===== src/rtl/gamepad_pmod_emulator.sv =====
// Transmit side of the gamepad Pmod serial link: latch pulse, then NUM_BITS clocked bits
// (MSB first) carrying a snapshot of the button vector, started by request or a free-running timer.
module gamepad_pmod_emulator #(
  parameter int NUM_BITS    = 12,
  parameter int HALF_PERIOD = 4,
  parameter int AUTO_PERIOD = 0
) (
  input  logic                clk,
  input  logic                rst_n,
  input  logic [NUM_BITS-1:0] buttons,
  input  logic                present,
  input  logic                start,
  output logic                pmod_latch,
  output logic                pmod_clk,
  output logic                pmod_data,
  output logic                busy,
  output logic                frame_done
);

  localparam int CW    = $clog2(2*HALF_PERIOD + 1);
  localparam int BW    = $clog2(NUM_BITS + 1);
  localparam int AP_M1 = (AUTO_PERIOD > 0) ? AUTO_PERIOD - 1 : 0;
  localparam int TW    = $clog2(AP_M1 + 2);

  typedef enum logic [2:0] {
    S_IDLE,
    S_LATCH,
    S_BIT_LO,
    S_BIT_HI,
    S_DONE
  } state_t;

  state_t              r_state, w_state_nxt;
  logic [CW-1:0]       r_cnt, w_cnt_nxt;
  logic [BW-1:0]       r_bit, w_bit_nxt;
  logic [TW-1:0]       r_timer;
  logic [NUM_BITS-1:0] r_shift, w_shift_nxt;
  logic                r_latch, r_clk, r_data, r_busy, r_done;
  logic                w_latch_nxt, w_clk_nxt, w_data_nxt, w_busy_nxt, w_done_nxt;
  logic                w_trig;

  // Auto timer free-runs from reset regardless of FSM state; stays at 0 when unused.
  always_ff @(posedge clk) begin
    if (!rst_n) begin
      r_timer <= '0;
    end else if (AUTO_PERIOD == 0 || r_timer == TW'(AP_M1)) begin
      r_timer <= '0;
    end else begin
      r_timer <= r_timer + TW'(1);
    end
  end

  assign w_trig = (AUTO_PERIOD == 0) ? start : (r_timer == TW'(AP_M1));

  always_comb begin
    w_state_nxt = r_state;
    w_cnt_nxt   = r_cnt + CW'(1);
    w_bit_nxt   = r_bit;
    w_shift_nxt = r_shift;
    unique case (r_state)
      S_IDLE: begin
        w_cnt_nxt = '0;
        w_bit_nxt = '0;
        if (w_trig) begin
          w_state_nxt = S_LATCH;
          w_shift_nxt = present ? buttons : '1;
        end
      end
      S_LATCH: begin
        if (r_cnt == CW'(2*HALF_PERIOD - 1)) begin
          w_state_nxt = S_BIT_LO;
          w_cnt_nxt   = '0;
        end
      end
      S_BIT_LO: begin
        if (r_cnt == CW'(HALF_PERIOD - 1)) begin
          w_state_nxt = S_BIT_HI;
          w_cnt_nxt   = '0;
        end
      end
      S_BIT_HI: begin
        if (r_cnt == CW'(HALF_PERIOD - 1)) begin
          w_cnt_nxt = '0;
          if (r_bit == BW'(NUM_BITS - 1)) begin
            w_state_nxt = S_DONE;
          end else begin
            // Shift only on the way into BIT_LO so data never moves while pmod_clk is high.
            w_state_nxt = S_BIT_LO;
            w_bit_nxt   = r_bit + BW'(1);
            w_shift_nxt = r_shift << 1;
          end
        end
      end
      S_DONE: begin
        w_state_nxt = S_IDLE;
        w_cnt_nxt   = '0;
      end
      default: begin
        w_state_nxt = S_IDLE;
        w_cnt_nxt   = '0;
      end
    endcase

    w_busy_nxt  = (w_state_nxt == S_LATCH) || (w_state_nxt == S_BIT_LO) ||
                  (w_state_nxt == S_BIT_HI);
    w_latch_nxt = (w_state_nxt == S_LATCH);
    w_clk_nxt   = (w_state_nxt == S_BIT_HI);
    w_done_nxt  = (w_state_nxt == S_DONE);
    w_data_nxt  = w_busy_nxt & w_shift_nxt[NUM_BITS-1];
  end

  always_ff @(posedge clk) begin
    if (!rst_n) begin
      r_state <= S_IDLE;
      r_cnt   <= '0;
      r_bit   <= '0;
      r_latch <= 1'b0;
      r_clk   <= 1'b0;
      r_data  <= 1'b0;
      r_busy  <= 1'b0;
      r_done  <= 1'b0;
    end else begin
      r_state <= w_state_nxt;
      r_cnt   <= w_cnt_nxt;
      r_bit   <= w_bit_nxt;
      r_latch <= w_latch_nxt;
      r_clk   <= w_clk_nxt;
      r_data  <= w_data_nxt;
      r_busy  <= w_busy_nxt;
      r_done  <= w_done_nxt;
    end
  end

  always_ff @(posedge clk) begin
    r_shift <= w_shift_nxt;
  end

  assign pmod_latch = r_latch;
  assign pmod_clk   = r_clk;
  assign pmod_data  = r_data;
  assign busy       = r_busy;
  assign frame_done = r_done;

endmodule

===== config.mk =====
export PLATFORM = sky130hd
export DESIGN_NAME = gamepad_pmod_emulator
export DESIGN_NICKNAME = d
export VERILOG_FILES = /design/src/rtl/gamepad_pmod_emulator.sv
export SDC_FILE = /design/constraint.sdc
export NUM_CORES = 1
export LEC_CHECK = 0
export CAP_MARGIN = 25
export CORE_AREA = 2 2 52 54
export DETAILED_ROUTE_END_ITERATION = 6
export DIE_AREA = 0 0 54 56
export DONT_BUFFER_PORTS = 1
export HOLD_SLACK_MARGIN = 0.05
export PLACE_DENSITY = 0.77
export RECOVER_POWER = 50
export SKIP_LAST_GASP = 1
export SYNTH_ARGS = -nofsm -noshare
export SYNTH_HDL_FRONTEND = slang
export SYNTH_SLANG_ARGS = --single-unit

===== constraint.sdc =====
create_clock -name clk -period 1.7 [get_ports clk]
set_input_delay 0.255 -clock clk [delete_from_list [all_inputs] [get_ports clk]]
set_output_delay 0.255 -clock clk [all_outputs]
set_load 0.02 [all_outputs]

==> impl_metrics.py, run 1 <==
metrics = {
    "setup_path": {
        "cp.buffers_inverters": 0,
        "start_kind": "flop",
        "crit_slowest_cell": "dfxtp_1",
        "crit_path_max_incr_delay_ns": 0.42,
        "crit_chain": "ha_4 -> and4bb_4 -> nand4b_4 -> or3_4 -> a21oi_2",
        "end_kind": "flop",
        "path_class": "flop to flop",
        "cp.required_ns": 1.97,
        "crit_family": "simple AND/OR/NAND/NOR gates",
        "worstPathArrival_ns": 1.90,
        "crit_fanout": 9,
    },
    "synth": {
        "syn_area_per_cell_um2": 9.81,
        "ys_seq_elements": 28,
        "synth.distinct_cells": 37,
        "syn-instance-count": 133,
        "yosysSeqAreaShare": 0.514,
        "syn_area_mm2": 0.00131,
        "synth_nets": 151,
        "ys_top_cells_by_area": "dfxtp_1 (26%), edfxtp_1 (25%), nor2b_1 (5.8%), o21ai_0 (5.4%), nand2_1 (4.9%)",
        "synth_warnings": 0,
        "synth_top_area_share": 0.261,
        "synth_top_area_cell": "dfxtp_1",
    },
    "die": {
        "num_io_pins": 21,
        "dieArea_mm2": 0.00302,
        "die_w_um": 54,
        "coreArea_mm2": 0.00243,
        "fp-row-count": 18,
        "fp.dieH_um": 56,
        "start_util": 0.537,
    },
    "clock_network": {
        "cts_made_buffers": 3,
        "insertion_delay_ns": 0.33,
        "clkSinkCount": 28,
        "cts_setup_buffers": 0,
        "clkTransAtPathRegs_ns": 0.14,
        "clk_path_buf_depth": 2,
        "cts-root-buf": "clkbuf_4",
        "cts_tree": "built",
        "htreeDepth": 1,
    },
    "drt": {
        "wirelength_um": 2340,
        "vias_per_cell": 5.57,
        "first_pass_iters": 4,
        "vias": 935,
        "ant_nets": 0,
        "remaining_drc_errors": 0,
        "drt_iter0_drc": 20,
        "wl_per_cell_um": 13.9,
    },
    "placed_design": {
        "port-buffer-count": 0,
        "dp_hpwl_um": 1670,
        "placed_area_mm2": 0.00136,
        "place_ws_ns": 0.0309,
        "place.gp.congestion": 0.821,
    },
    "grt": {
        "grt_max_degree": 16,
        "grt_pass1_wl_um": 3760,
        "antenna_found_initial": 0,
        "grt_pass1_vias": 885,
        "grt_usage": 0.165,
        "overflow": 0,
    },
    "timing": {
        "setup_violations": 0,
        "max_slew_margin": 0.773,
        "skew_ns": 0.0150,
        "fmax_mhz": 617,
        "fin_hold_ws_ns": 0.0537,
        "hold_viol_final": 0,
        "period_needed_ns": 1.62,
        "final_max_slew_viol_count": 0,
        "fin_crit_sh": 0.954,
        "fin_setup_tns_ns": 0,
        "rsz0062_at_grt": "true",
        "worstMarginPinSlew_ns": 0.337,
        "timing.final.ws_setup_ns": 0.0788,
    },
    "pwr": {
        "power_density_mw_per_mm2": 793,
        "power_mw": 1.13,
        "ir_drop_mv": 0.717,
        "power.leakage_nw": 0.493,
    },
    "run": {
        "cap_violations": 0,
    },
    "finish": {
        "design_area_mm2": 0.00142,
        "fin_nets": 157,
        "area.growth.synth_to_final_pct": 8.82,
        "drive_gt1_frac": 0.138,
        "antennaDiodeCount": 0,
    },
    "min_path": {
        "hp-class": "input port to flop",
    },
    "outcome": {
        "outcome": "completed",
    },
}
timing repair:
| item | in CTS | in global routing |
|---|---|---|
| endpoints found under the hold margin | 2 | 0 |
| setup endpoints to repair | 0 | 13 |
| hold buffers | 1 | 0 |
| resized for setup | 0 | 5 |
sequential cells by signal, indices dropped and copies added (netlist names):
| name | count |
|---|---|
| r_cnt | 4 |
| r_bit | 4 |
| r_shift | 12 |
| frame_done | 1 |
| pmod_data | 1 |
| busy | 1 |
| pmod_latch | 1 |
| r_state | 3 |
| pmod_clk | 1 |
power by group:
part / switching [mW] / internal [mW] / leakage, nW
clock: 0.178 / 0.0920 / 0.0150
sequential: 0.0205 / 0.737 / 0.246
combinational: 0.0522 / 0.0465 / 0.231
total: 0.251 / 0.876 / 0.493
worst reg2reg max path: cells and delay by family, from the launching register on:
family,cells,cell delay (ns)
adder cells (fa/ha/maj),1,0.19
AO/OA/AOI/OAI,1,0.15
AND/OR/NAND/NOR,3,0.83
flip-flops,1,0.42
layout make-up:
type | instances | area (um2)
clock buffer | 4 | 26.3
sequential | 28 | 671
tap | 30 | 37.5
inverter | 5 | 18.8
timing repair buffer | 7 | 63.8
fill | 215 | 1010
multi-input combinational | 94 | 603
per-layer routing:
layer / up-vias / wire (um) / GRT usage
li1: 469 / - / -
met1: 440 / 1010 / 0.201
met2: 24 / 1200 / 0.280
met3: 2 / 109 / 0.0349
met4: 0 / 17 / 0.0536
met5: - / 0 / 0
cells in the mapped netlist:
| library cell | count |
|---|---|
| nor2b_1 | 12 |
| and2_2 | 1 |
| o31ai_1 | 1 |
| nand4b_4 | 1 |
| and3_2 | 1 |
| o21ai_0 | 14 |
| o21a_1 | 2 |
| clkbuf_1 | 2 |
| nand2b_1 | 3 |
| dfxtp_1 | 17 |
| ha_1 | 2 |
| o21bai_1 | 1 |
| and4b_2 | 1 |
| and2_1 | 3 |
| nor3_1 | 3 |
| a21oi_1 | 6 |
| a311o_1 | 1 |
| a31oi_1 | 1 |
| inv_1 | 5 |
| xor2_1 | 1 |
| and2b_1 | 1 |
| buf_6 | 1 |
| or3_1 | 3 |
| and4bb_4 | 1 |
| nor2_1 | 8 |
| a21boi_0 | 1 |
| buf_4 | 1 |
| buf_2 | 2 |
| xnor2_1 | 1 |
| and4_2 | 1 |
| edfxtp_1 | 11 |
| nand4b_1 | 1 |
| nand2_1 | 17 |
| nand3b_2 | 1 |
| nor4bb_1 | 1 |
| or4b_4 | 1 |
| nand3_1 | 3 |
logic make-up after synthesis:
| logic type | Yosys count | share of synthesized area |
|---|---|---|
| XOR/XNOR | 2 | 0.0134 |
| adder cells (fa/ha/maj) | 2 | 0.0192 |
| flip-flops | 28 | 0.514 |
| AND/OR/NAND/NOR | 63 | 0.293 |
| AO/OA/AOI/OAI | 27 | 0.118 |
| buffers and inverters | 11 | 0.0422 |
cell usage in the layout, fill, tap and decap left out, drive strengths merged, types with 4 or more instances in the layout:
master	instances
and2	4
nor2b	12
buf	5
edfxtp	11
a21oi	6
o21ai	14
inv	5
nand2	17
clkbuf	5
nor2	8
dfxtp	17
metrics by stage:
stage	std cells	utilization
2_1_floorplan	133	-
4_1_cts	168	0.576
3_5_place_dp	163	0.561
3_3_place_gp	163	0.561
5_1_grt	168	0.584
6_report	168	0.584
worst paths after layout:
kind,to,slack [ns],from,cells past startpoint
worst max register to register,r_bit[3],0.08,r_cnt[0],5
worst min-delay path,r_bit[1],0.05,rst_n,1
worst min register to register,r_cnt[0],0.50,r_cnt[0],1
worst max-delay path,r_bit[3],0.08,r_cnt[0],5
(Power assumes the default switching activity.)
==> inputs of run 2 (changes only) <==
- REMOVE_ABC_BUFFERS: default -> 1
- SETUP_SLACK_MARGIN: default -> 0.4
==> run 2 against run 1 <==
Maximum frequency rose by 4.6%. Sequential cell count did not move. Total power increased by 16%. Worst setup slack improved by 0.071 ns. Critical path depth did not move. Combinational power is 16% higher. Die area unchanged. Global-route usage rose by 2.7 points. Via count grew 8.1%. Critical endpoint is now r_shift[10]. Largest power group unchanged.
==> impl_metrics.py, run 2 (synthesis gave the netlist of run 1 again) <==
metrics = {
    "setup_path": {
        "crit_fanout": 6,
        "crit_path_max_incr_delay_ns": 0.37,
        "crit_slowest_cell": "dfxtp_1",
        "start_kind": "flop",
        "cp.buffers_inverters": 0,
        "worstPathArrival_ns": 1.73,
        "crit_chain": "ha_1 -> and4bb_4 -> and4b_1 -> nand2_1 -> o21ai_0",
        "crit_family": "simple AND/OR/NAND/NOR gates",
        "path_class": "flop to flop",
        "end_kind": "flop",
        "cp.required_ns": 1.88,
    },
    "finish": {
        "final_core_util": 0.655,
        "ff_latch_area_um2": 679,
        "fin_cells": 181,
        "area.growth.synth_to_final_pct": 22.1,
        "largestRegisters": "r_shift: 12 flops, r_bit: 4 flops, r_cnt: 4 flops",
        "drive_gt1_frac": 0.298,
        "final_cell_mix": "nand2_1 (14), buf_4 (14), nor2b_1 (12), edfxtp_1 (11), dfxtp_1 (10)",
        "n_fill_cell": 205,
        "multiInputGateArea_um2": 641,
        "antennaDiodeCount": 0,
        "fin_nets": 170,
        "top_register": "r_shift",
        "largest_register_ffs": 12,
    },
    "placed_design": {
        "dp_hpwl_um": 1690,
        "port-buffer-count": 0,
        "place_ws_ns": 0.106,
        "placed_cells": 163,
        "place.gp.congestion": 0.808,
    },
    "clock_network": {
        "cts_tree": "built",
        "cts_made_buffers": 3,
        "clkTransAtPathRegs_ns": 0.15,
        "htreeDepth": 1,
        "cts-root-buf": "clkbuf_4",
        "insertion_delay_ns": 0.33,
        "clk_path_buf_depth": 2,
        "clkSinkCount": 28,
    },
    "die": {
        "fp.dieH_um": 56,
        "num_io_pins": 21,
        "coreArea_mm2": 0.00243,
        "fp-row-count": 18,
        "dieArea_mm2": 0.00302,
        "start_util": 0.537,
        "die_w_um": 54,
    },
    "drt": {
        "wirelength_um": 2700,
        "remaining_drc_errors": 0,
        "ant_nets": 0,
        "first_pass_iters": 4,
        "wl_per_cell_um": 14.9,
        "vias_per_cell": 5.59,
        "vias": 1011,
        "drt_iter0_drc": 30,
    },
    "grt": {
        "grt_pass1_wl_um": 4240,
        "grt_pass1_vias": 951,
        "overflow": 0,
        "antenna_found_initial": 0,
        "grt_max_degree": 17,
        "grt_usage": 0.192,
    },
    "timing": {
        "final_max_slew_viol_count": 0,
        "max_slew_margin": 0.747,
        "fin_setup_tns_ns": 0,
        "worstMarginPinSlew_ns": 0.376,
        "fmax_mhz": 645,
        "period_needed_ns": 1.55,
        "hold_viol_final": 0,
        "setup_violations": 0,
        "fin_hold_ws_ns": 0.0984,
        "timing.final.ws_setup_ns": 0.150,
        "rsz0062_at_grt": "true",
        "skew_ns": 0.00361,
        "fin_crit_sh": 0.912,
    },
    "outcome": {
        "outcome": "completed",
    },
    "min_path": {
        "hp-class": "input port to flop",
    },
    "pwr": {
        "power_frac_comb": 0.087,
        "intPower_mw": 1.03,
        "switching_share": 0.211,
        "ir_drop_mv": 0.896,
        "seqPwrFrac": 0.579,
        "power_density_mw_per_mm2": 820,
        "switchingPower_mw": 0.276,
        "clkPwrFrac": 0.334,
        "power.leakage_nw": 0.621,
    },
    "run": {
        "cap_violations": 0,
    },
}
run 2: power by group through the flow:
stage	Clock (mW)	Combinational, mW	Sequential [mW]
floorplan	0	0.0595	0.774
global placement	0	0.0914	0.771
detailed placement	0	0.0951	0.772
CTS	0.445	0.113	0.759
global route	0.473	0.127	0.762
finish	0.437	0.114	0.757
run 2: worst reg2reg max path, cell delays in order (launching register included):
cell,delay (ns)
dfxtp_1,0.37
ha_1,0.17
and4bb_4,0.29
and4b_1,0.36
nand2_1,0.12
o21ai_0,0.10
run 2: cell type report:
type / instances / area share
clock buffer: 3 / 0.0141
inverter: 5 / 0.0118
timing repair buffer: 19 / 0.104
sequential: 28 / 0.426
tap: 30 / 0.0235
multi-input combinational: 95 / 0.402
clock inverter: 1 / 0.0188
run 2: metal layers:
layer  vias up  part of all wire  track usage
met5         -                 0            0
met4         0             0.024       0.0750
met3        10             0.054       0.0672
met2        39              0.49        0.296
met1       465              0.43        0.240
li1        497                 -            -
run 2: final timing paths:
kind,start,endpoint,slack (ns),cells after the start
hold / removal,start,r_state[0],0.1,2
setup / recovery,r_cnt[0],r_shift[10],0.15,5
hold reg to reg,r_shift[11],r_shift[11],0.52,1
setup reg to reg,r_cnt[0],r_shift[10],0.15,5
run 2: through the flow:
| step | total power, mW | cell area, um2 |
|---|---|---|
| 6_report | 1.31 | 1590 |
| 5_1_grt | 1.36 | 1590 |
| 4_1_cts | 1.32 | 1560 |
| 3_5_place_dp | 0.867 | 1360 |
| 3_3_place_gp | 0.863 | 1360 |
| 2_1_floorplan | 0.833 | 1270 |
run 2: what timing repair did:
item,4_1_cts,5_1_grt
gates resized for setup,24,13
pin swaps,16,6
buffers inserted,8,4
setup endpoints to repair,32,35
gates cloned,1,0
hold buffers,1,0
hold endpoints to repair,5,0
